--- config.mk ---
export PLATFORM = sky130hd
export DESIGN_NAME = alu_cmd_issuer
export DESIGN_NICKNAME = d
export VERILOG_FILES = /design/src/rtl/alu_pkg.sv /design/src/rtl/alu_cmd_fifo.sv /design/src/rtl/alu_cmd_issuer.sv
export SDC_FILE = /design/constraint.sdc
export NUM_CORES = 1
export LEC_CHECK = 0
export ABC_AREA = 1
export CORE_AREA = 2 2 81 83
export CTS_BUF_LIST = sky130_fd_sc_hd__clkbuf_8
export DETAILED_ROUTE_END_ITERATION = 8
export DIE_AREA = 0 0 83 85
export PLACE_DENSITY = 0.79
export REMOVE_ABC_BUFFERS = 1
export SYNTH_ARGS = -nofsm -noshare
export SYNTH_HDL_FRONTEND = slang
export SYNTH_SLANG_ARGS = --single-unit
--- constraint.sdc ---
create_clock -name clk -period 1.7 [get_ports clk]
set_input_delay 0.34 -clock clk [delete_from_list [all_inputs] [get_ports clk]]
set_output_delay 0.34 -clock clk [all_outputs]
set_load 0.03 [all_outputs]
--- src/rtl/alu_pkg.sv ---
// Shared types for the 4-bit ALU and its command issuer.
package alu_pkg;
  localparam int DATA_W = 4;
  localparam int RES_W  = 6;

  typedef logic [1:0] alu_op_t;

  typedef struct packed {
    alu_op_t           op;
    logic [DATA_W-1:0] a;
    logic [DATA_W-1:0] b;
  } alu_cmd_t;

  typedef enum logic [1:0] {IDLE, WAIT, HOLD} issue_state_t;
endpackage

--- src/rtl/alu_cmd_fifo.sv ---
// Synchronous FIFO of ALU commands. The caller only pushes when not full
// and only pops when not empty; head is visible combinationally.
module alu_cmd_fifo
  import alu_pkg::*;
#(
  parameter int DEPTH = 4,
  parameter int CNT_W = $clog2(DEPTH+1)
) (
  input  logic             clk,
  input  logic             rst,
  input  logic             push,
  input  alu_cmd_t         wdata,
  input  logic             pop,
  output alu_cmd_t         rdata,
  output logic [CNT_W-1:0] count
);
  localparam int PW = $clog2(DEPTH);

  alu_cmd_t         mem_q [DEPTH];
  logic [PW-1:0]    wr_ptr_q, wr_ptr_d;
  logic [PW-1:0]    rd_ptr_q, rd_ptr_d;
  logic [CNT_W-1:0] cnt_q, cnt_d;

  always_comb begin
    wr_ptr_d = wr_ptr_q;
    rd_ptr_d = rd_ptr_q;
    cnt_d    = cnt_q;
    // DEPTH is a power of two, so pointer wrap is plain overflow.
    if (push) wr_ptr_d = wr_ptr_q + PW'(1);
    if (pop)  rd_ptr_d = rd_ptr_q + PW'(1);
    case ({push, pop})
      2'b10:   cnt_d = cnt_q + CNT_W'(1);
      2'b01:   cnt_d = cnt_q - CNT_W'(1);
      default: cnt_d = cnt_q;
    endcase
  end

  always_ff @(posedge clk or negedge rst) begin
    if (!rst) begin
      wr_ptr_q <= '0;
      rd_ptr_q <= '0;
      cnt_q    <= '0;
    end else begin
      wr_ptr_q <= wr_ptr_d;
      rd_ptr_q <= rd_ptr_d;
      cnt_q    <= cnt_d;
    end
  end

  always_ff @(posedge clk) begin
    if (push) mem_q[wr_ptr_q] <= wdata;
  end

  assign rdata = mem_q[rd_ptr_q];
  assign count = cnt_q;
endmodule

--- src/rtl/alu_cmd_issuer.sv ---
// Buffers ALU commands, issues one at a time, waits out the ALU latency and
// hands the result downstream in command order with its opcode as a tag.
module alu_cmd_issuer
  import alu_pkg::*;
#(
  parameter int DEPTH   = 4,
  parameter int ALU_LAT = 1
) (
  input  logic                       clk,
  input  logic                       rst,
  input  logic                       in_valid,
  output logic                       in_ready,
  input  logic [DATA_W-1:0]          in_a,
  input  logic [DATA_W-1:0]          in_b,
  input  alu_op_t                    in_op,
  output logic [DATA_W-1:0]          alu_a,
  output logic [DATA_W-1:0]          alu_b,
  output alu_op_t                    alu_op,
  input  logic [RES_W-1:0]           alu_c,
  output logic                       out_valid,
  input  logic                       out_ready,
  output logic [RES_W-1:0]           out_c,
  output alu_op_t                    out_op,
  output logic [$clog2(DEPTH+1)-1:0] count
);
  localparam int CNT_W = $clog2(DEPTH+1);
  localparam int WC_W  = (ALU_LAT < 1) ? 1 : $clog2(ALU_LAT+1);

  issue_state_t     state_q, state_d;
  logic [WC_W-1:0]  wcnt_q, wcnt_d;
  alu_cmd_t         issue_q, issue_d;
  logic [RES_W-1:0] out_c_q, out_c_d;
  alu_op_t          out_op_q, out_op_d;
  logic             out_valid_q, out_valid_d;
  logic             push, pop;
  alu_cmd_t         head, wcmd;

  // Full blocks pushes outright, even if a pop lands on the same edge.
  assign in_ready = (count < CNT_W'(DEPTH));
  assign push     = in_valid && in_ready;
  assign wcmd     = '{op: in_op, a: in_a, b: in_b};

  alu_cmd_fifo #(.DEPTH(DEPTH), .CNT_W(CNT_W)) u_fifo (
    .clk   (clk),
    .rst   (rst),
    .push  (push),
    .wdata (wcmd),
    .pop   (pop),
    .rdata (head),
    .count (count)
  );

  always_comb begin
    state_d     = state_q;
    wcnt_d      = wcnt_q;
    issue_d     = issue_q;
    out_c_d     = out_c_q;
    out_op_d    = out_op_q;
    out_valid_d = out_valid_q;
    pop         = 1'b0;
    case (state_q)
      IDLE: begin
        if (count != '0) begin
          pop     = 1'b1;
          issue_d = head;
          wcnt_d  = WC_W'(ALU_LAT);
          state_d = WAIT;
        end
      end
      WAIT: begin
        if (wcnt_q == '0) begin
          out_c_d     = alu_c;
          out_op_d    = issue_q.op;
          out_valid_d = 1'b1;
          state_d     = HOLD;
        end else begin
          wcnt_d = wcnt_q - WC_W'(1);
        end
      end
      HOLD: begin
        // Release and next issue share one edge to keep the pipe full.
        if (out_ready) begin
          out_valid_d = 1'b0;
          if (count != '0) begin
            pop     = 1'b1;
            issue_d = head;
            wcnt_d  = WC_W'(ALU_LAT);
            state_d = WAIT;
          end else begin
            state_d = IDLE;
          end
        end
      end
      default: state_d = IDLE;
    endcase
  end

  always_ff @(posedge clk or negedge rst) begin
    if (!rst) begin
      state_q     <= IDLE;
      wcnt_q      <= '0;
      issue_q     <= '0;
      out_c_q     <= '0;
      out_op_q    <= '0;
      out_valid_q <= 1'b0;
    end else begin
      state_q     <= state_d;
      wcnt_q      <= wcnt_d;
      issue_q     <= issue_d;
      out_c_q     <= out_c_d;
      out_op_q    <= out_op_d;
      out_valid_q <= out_valid_d;
    end
  end

  assign alu_a     = issue_q.a;
  assign alu_b     = issue_q.b;
  assign alu_op    = issue_q.op;
  assign out_c     = out_c_q;
  assign out_op    = out_op_q;
  assign out_valid = out_valid_q;
endmodule
==> flow_metrics.env, run 1 <==
export IMPL_route_detailed_wl_per_inst_um=12.3
export IMPL_clkLatencyLatePin_ns=0.35
export IMPL_power_report_internal_total_mw=4.09
export IMPL_first_pass_grt_wire_length_um=9360
export IMPL_comb_power_share_pct=47.8
export IMPL_fin_ws_ns=0.0342
export IMPL_endpoint="u_fifo.count[2]"
export IMPL_ff2ff_setup_slack_ns=0.03
export IMPL_numClockSinks=69
export IMPL_timing_critical_path_to_type="register"
export IMPL_synth_fa_ha_area_share_pct=2.78
export IMPL_synth_distinct_cells=22
export IMPL_synth_top_family_by_area="simple AND/OR/NAND/NOR gates"
export IMPL_fmax_mhz=600
export IMPL_initial_antenna_violation_count=0
export IMPL_drive_above_1_share_pct=15.8
export IMPL_origin_of_the_critical_flop_to_flop_path="state_q[0]"
export IMPL_max_slew_margin_rel_pct=73.9
export IMPL_grt_util_all_layers_pct=17.1
export IMPL_seq_area_frac_synth_pct=65.0
export IMPL_floorplan_die_area_um2=7060
export IMPL_timing_final_setup_violations=0
export IMPL_post_route_cell_area_um2=3790
export IMPL_ys_ff_latch=69
export IMPL_worst_slew_pin_transition_ns=0.392
export IMPL_detail_route_antenna_nets=0
export IMPL_netSwitchingPower_mw=3.02
export IMPL_tritoncts="done"
export IMPL_hold_viol=0
export IMPL_cts_htree_levels=3
export IMPL_power_switching_share_pct=42.4
export IMPL_port_buffers=42
export IMPL_clkTransAtPathRegs_ns=0.08
export IMPL_pre_repair_dr_iteration_count=4
export IMPL_power_density_nw_per_um2=1870
export IMPL_post_route_min_period_ns=1.67
export IMPL_worstRegToRegCells=11
export IMPL_final_min_period_over_clock_period_pct=98.0
export IMPL_slew_viol_final=0
export IMPL_most_frequent_cells_in_the_layout="nand2_1 (107), inv_1 (47), edfxtp_1 (40), dfrtp_1 (29), nand3_1 (28)"
export IMPL_critical_path_startpoint="state_q[0]"
export IMPL_coreArea_um2=6200
export IMPL_routabilityCongestion=0.784
export IMPL_timing_critical_path_from_type="register"
export IMPL_cts_root_to_sink_buffers=2
export IMPL_seqPwrFrac_pct=35.1
export IMPL_worst_clock_skew_on_the_final_layout_ns=0.00739
export IMPL_via_count=2108
export IMPL_crit_arrival_ns=1.90
export IMPL_rows=29
export IMPL_hold_class="in -> async"
export IMPL_first_global_vias=2116
export IMPL_rsz0062_at_grt="true"
export IMPL_antenna_diode_count=0
export IMPL_peakVddDrop_uv=1100
export IMPL_route_detailed_vias_per_inst=4.68
export IMPL_crit_path_max_fanout=3
export IMPL_area_delta_synth_final_pct=27.8
export IMPL_wirelength_um=5540
export IMPL_netlist_area_um2=2970
export IMPL_ys_warn_count=0
export IMPL_finish_net_count=394
export IMPL_synth_area_per_cell_um2=9.86
export IMPL_drv_cap=0
export IMPL_detailed_place_hpwl_um=3610
export IMPL_clock_tree_root_driver_cell="clkbuf_8"
export IMPL_filler_cell_count=518
export IMPL_floorplan_io_pins=43
export IMPL_synth_mux_area_share_pct=0
export IMPL_multi_input_area_um2=808
export IMPL_route_detailed_drc=0
export IMPL_pre_cts_ws_ns=-0.473
export IMPL_r2r_end="u_fifo.count[2]"
export IMPL_most_common_cell_after_layout_fill_and_taps_aside="nand2_1"
export IMPL_setup_worst_path_class="reg -> reg"
export IMPL_power_leakage_nw=1.86
export IMPL_grt_max_degree=30
export IMPL_seqCellArea_um2=1930
export IMPL_start_util_pct=47.8
export IMPL_die_height_um=85
export IMPL_synth_xor_area_share_pct=1.18
export IMPL_synthesized_area_fraction_occupied_by_ao_oa_aoi_and_oai_cells_pct=1.10
export IMPL_placed_cell_area_um2=3560
export IMPL_cp_required_ns=1.93
export IMPL_dr_first_iter_drc_count=94
export IMPL_numCtsBuffers=9
export IMPL_run_status="finished, final reports clean"
export IMPL_width_of_the_die_um=83
export IMPL_gr_total_overflow=0
export IMPL_clock_power_share_pct=17.1
export IMPL_postSynthCellCount=301
export IMPL_share_of_synthesized_cell_area_in_and_or_nand_and_nor_gates_pct=20.8
## cell families after synthesis
kind of cell / Yosys count
AOI/OAI and AO/OA: 6
xor gates and xnor gates: 4
adders and majority gates: 6
buffers and inverters: 66
DFF: 69
and+or+nand+nor: 150
## cell usage after synthesis
library cell | number | area share, %
o21ai_1 | 1 | 0.17
buf_4 | 3 | 0.76
nand2_4 | 1 | 0.38
inv_2 | 6 | 0.76
fa_1 | 1 | 0.67
o31ai_1 | 1 | 0.25
dfrtp_1 | 29 | 24
nand2_2 | 2 | 0.42
nand3_1 | 29 | 4.9
buf_6 | 1 | 0.38
a21oi_1 | 2 | 0.34
clkinv_1 | 1 | 0.13
nor2_1 | 6 | 0.76
o21ai_0 | 2 | 0.34
nand3_2 | 1 | 0.34
xnor2_1 | 2 | 0.59
nand2_1 | 111 | 14
edfxtp_1 | 40 | 40
buf_2 | 4 | 0.67
xor2_1 | 2 | 0.59
ha_1 | 5 | 2.1
inv_1 | 51 | 6.5
## repair_timing
action                     4_1_cts  5_1_grt
gates resized for setup         31        9
pin swaps                        2        5
setup endpoints to repair       24        2
buffers inserted                 1        4
hold buffers                     0        0
## power by group through the flow
| stage | clock (mW) | sequential (mW) | combinational [mW] |
|---|---|---|---|
| after CTS | 1.25 | 2.50 | 3.26 |
| after floorplan | 0 | 3.10 | 1.46 |
| final | 1.22 | 2.49 | 3.40 |
| after global placement | 0 | 2.52 | 3.24 |
| after global routing | 1.31 | 2.56 | 3.76 |
| after detailed placement | 0 | 2.54 | 3.34 |
## registers in the layout, summed over array words and instances (netlist names)
signal / count
alu_a: 4
alu_b: 4
alu_op: 2
out_c: 6
out_op: 2
out_valid: 1
state_q: 2
u_fifo.count: 3
u_fifo.mem_q: 40
u_fifo.rd_ptr_q: 2
u_fifo.wr_ptr_q: 2
wcnt_q: 1
## worst min path at each step
stage | start | to | cells past startpoint
2_1_floorplan | rst | alu_a[0] | 0
3_3_place_gp | out_c[5] | out_c[5] | 2
3_5_place_dp | out_c[0] | out_c[0] | 2
4_1_cts | out_ready | state_q[1] | 2
5_1_grt | rst | alu_a[2] | 2
6_report | rst | alu_b[2] | 2
## through the flow
stage	utilization, %	power [mW]	instances	TNS [ns]	hold slack (ns)
6_report	61.1	7.11	450	0	0.388
5_1_grt	61.1	7.63	450	-0.0659	0.412
4_1_cts	60.3	7.01	446	0	0.335
3_5_place_dp	57.3	5.88	429	-0.835	0.458
3_3_place_gp	57.3	5.77	429	-0.693	0.454
2_1_floorplan	-	4.56	293	-2.99	0.0444
## cell type report
type | count | share of cell area [%]
clock buffer | 9 | 3.27
multi-input combinational | 166 | 21.3
tap | 77 | 2.54
sequential | 69 | 50.8
inverter | 58 | 5.87
clock inverter | 7 | 1.55
timing repair buffer | 64 | 14.6
## worst max-delay path, stage by stage, from the launching register on
cell	delay [ns]
dfrtp_1	0.39
inv_2	0.10
nand2_4	0.07
nand2_4	0.07
nand2_4	0.05
inv_4	0.06
ha_4	0.14
inv_4	0.04
fa_2	0.35
nand2_2	0.07
nand3_2	0.06
xor2_1	0.16
## layer usage
metal | GRT usage (%) | part of all wire (%) | vias up
met2 | 30.0 | 51 | 56
met3 | 4.57 | 4.4 | 10
met5 | 0 | 0 | -
met1 | 19.1 | 43 | 978
met4 | 9.39 | 1.8 | 0
li1 | - | - | 1064
Note: power is estimated with default switching activity, not from simulation.
==> run 2, diff against run 1 <==
--- a/config.mk
+++ b/config.mk
@@ -12,6 +12,7 @@
 export DIE_AREA = 0 0 83 85
 export PLACE_DENSITY = 0.79
 export REMOVE_ABC_BUFFERS = 1
+export SETUP_SLACK_MARGIN = 0.3
 export SYNTH_ARGS = -nofsm -noshare
 export SYNTH_HDL_FRONTEND = slang
 export SYNTH_SLANG_ARGS = --single-unit
==> flow_metrics.env, run 2 (same netlist as run 1, synthesis figures left out) <==
export IMPL_drive_above_1_share_pct=27.2
export IMPL_cpMostUsedCell="inv_4"
export IMPL_power_density_nw_per_um2=1930
export IMPL_antenna_diode_count=0
export IMPL_clkLatencyLatePin_ns=0.35
export IMPL_hold_viol=0
export IMPL_start_util_pct=47.8
export IMPL_fin_total_pwr_mw=7.86
export IMPL_worst_clock_skew_on_the_final_layout_ns=0.00758
export IMPL_initial_antenna_violation_count=0
export IMPL_tritoncts="done"
export IMPL_cts_hold_buffers=0
export IMPL_peakVddDrop_uv=1270
export IMPL_fin_ws_ns=0.0357
export IMPL_port_buffers=42
export IMPL_floorplan_die_area_um2=7060
export IMPL_timing_critical_path_cells="inv_2 > nand3_4 > nand2_4 > inv_4 > ha_4 > inv_4 > fa_2 > o21ai_1"
export IMPL_hold_class="in -> reg"
export IMPL_clock_tree_root_driver_cell="clkbuf_8"
export IMPL_wirelength_um=6590
export IMPL_ff2ff_setup_slack_ns=0.04
export IMPL_max_flop_register="u_fifo.mem_q"
export IMPL_coreArea_um2=6200
export IMPL_placed_cells_incl_taps=429
export IMPL_clock_power_share_pct=15.5
export IMPL_grt_max_degree=30
export IMPL_detail_route_antenna_nets=0
export IMPL_cp_required_ns=1.97
export IMPL_finish_utilization_pct=65.6
export IMPL_timing_critical_path_to_type="register"
export IMPL_worstPathBufferInverterCount=3
export IMPL_first_global_vias=2150
export IMPL_filler_cell_count=464
export IMPL_detailed_place_hpwl_um=3610
export IMPL_rows=29
export IMPL_die_height_um=85
export IMPL_gr_total_overflow=0
export IMPL_hold_start="out_ready"
export IMPL_power_switching_share_pct=42.2
export IMPL_cts_htree_levels=3
export IMPL_most_frequent_cells_in_the_layout="nand2_1 (104), inv_1 (48), edfxtp_1 (40), dfrtp_1 (29), nand3_1 (28)"
export IMPL_grt_util_all_layers_pct=17.5
export IMPL_netSwitchingPower_mw=3.32
export IMPL_pre_repair_dr_iteration_count=4
export IMPL_worstHoldPathCells=2
export IMPL_r2r_end="u_fifo.count[1]"
export IMPL_pre_cts_ws_ns=-0.473
export IMPL_width_of_the_die_um=83
export IMPL_worstRegToRegCells=8
export IMPL_dr_first_iter_drc_count=118
export IMPL_max_ffs_per_register=40
export IMPL_comb_power_share_pct=52.4
export IMPL_finalHoldWorstSlack_ns=0.382
export IMPL_routabilityCongestion=0.784
export IMPL_route_detailed_drc=0
export IMPL_clkTransAtPathRegs_ns=0.08
export IMPL_origin_of_the_critical_flop_to_flop_path="u_fifo.count[2]"
export IMPL_cts_root_to_sink_buffers=2
export IMPL_setup_worst_path_class="reg -> reg"
export IMPL_worst_slew_pin_transition_ns=0.397
export IMPL_worst_path_dominant_cell_family="adder cells"
export IMPL_crit_arrival_ns=1.93
export IMPL_crit_path_max_fanout=4
export IMPL_slowest_delay_ns=0.42
export IMPL_numCtsBuffers=9
export IMPL_timing_critical_path_from_type="register"
export IMPL_max_slew_margin_rel_pct=73.5
export IMPL_final_min_period_over_clock_period_pct=97.9
export IMPL_slew_viol_final=0
export IMPL_numClockSinks=69
export IMPL_most_common_cell_after_layout_fill_and_taps_aside="nand2_1"
export IMPL_rsz0062_at_grt="true"
export IMPL_floorplan_io_pins=43
export IMPL_crit_slowest_cell="fa_2"
export IMPL_area_delta_synth_final_pct=37.2
export IMPL_route_detailed_wl_per_inst_um=14.1
export IMPL_power_report_internal_total_mw=4.55
export IMPL_finish_cell_count_without_fillers=467
export IMPL_power_leakage_nw=1.95
export IMPL_route_detailed_vias_per_inst=4.77
export IMPL_post_route_min_period_ns=1.66
export IMPL_first_pass_grt_wire_length_um=9570
export IMPL_finish_net_count=411
export IMPL_fmax_mhz=601
export IMPL_via_count=2229
export IMPL_drv_cap=0
export IMPL_min_to="state_q[1]"
export IMPL_run_status="finished, final reports clean"
export IMPL_seqPwrFrac_pct=32.1
export IMPL_timing_final_setup_violations=0
[run 2: cell types whose count changed in the layout (fill, tap and decap cells not counted), sizes merged]
cell	change
buf	+24
clkbuf	+2
clkdlybuf4s15	+14
dlygate4sd2	-23
[run 2: how the worst max path moves through the flow]
stage / startpoint / endpoint / slack [ns] / cells after the start
finish: u_fifo.count[2] / u_fifo.count[1] / 0.04 / 8
global route: u_fifo.count[2] / u_fifo.count[2] / -0.06 / 11
CTS: state_q[0] / u_fifo.count[2] / 0.04 / 11
detailed placement: out_ready / u_fifo.count[2] / -0.47 / 11
global placement: out_ready / u_fifo.count[2] / -0.40 / 11
floorplan: u_fifo.count[2] / u_fifo.count[2] / -0.35 / 10
[run 2: timing repair]
| item | 4_1_cts | 5_1_grt |
|---|---|---|
| resized for setup | 84 | 64 |
| gates cloned | 0 | 5 |
| pin swaps | 5 | 6 |
| setup endpoints to repair | 25 | 57 |
| buffers inserted | 9 | 8 |
[run 2: metal layers]
layer	share of wire (%)	track usage [%]
met3	6.4	4.47
met4	1.6	9.09
met5	0	0
met1	40	19.5
met2	52	31.1
[run 2: power groups by stage]
stage / logic (mW) / registers [mW] / clock network, mW
finish: 4.12 / 2.52 / 1.22
global route: 4.47 / 2.58 / 1.32
CTS: 3.52 / 2.51 / 1.25
detailed placement: 3.34 / 2.54 / 0
global placement: 3.24 / 2.52 / 0
floorplan: 1.46 / 3.10 / 0
[run 2: stage by stage]
step                TNS, ns  instance area (um^2)
finish                    0                  4070
global route        -0.0794                  4070
CTS                       0                  3860
detailed placement   -0.835                  3560
global placement     -0.693                  3560
floorplan             -2.99                  2910
[run 2: worst reg2reg max path, delay by kind of cell, from the launching register on]
| family | cells | cell delay [ns] |
|---|---|---|
| fa+ha+maj | 2 | 0.58 |
| flops | 1 | 0.41 |
| buf+inv | 3 | 0.23 |
| simple gates | 2 | 0.21 |
| compound gates | 1 | 0.15 |
[run 2: layout make-up]
| class | instances | area (um^2) | area share [%] |
|---|---|---|---|
| Multi-Input combinational cell | 166 | 852 | 20.9 |
| Tap cell | 77 | 96.3 | 2.37 |
| Clock buffer | 9 | 124 | 3.04 |
| Timing Repair Buffer | 81 | 788 | 19.4 |
| Sequential cell | 69 | 1930 | 47.4 |
| Inverter | 58 | 223 | 5.47 |
| Clock inverter | 7 | 58.8 | 1.45 |
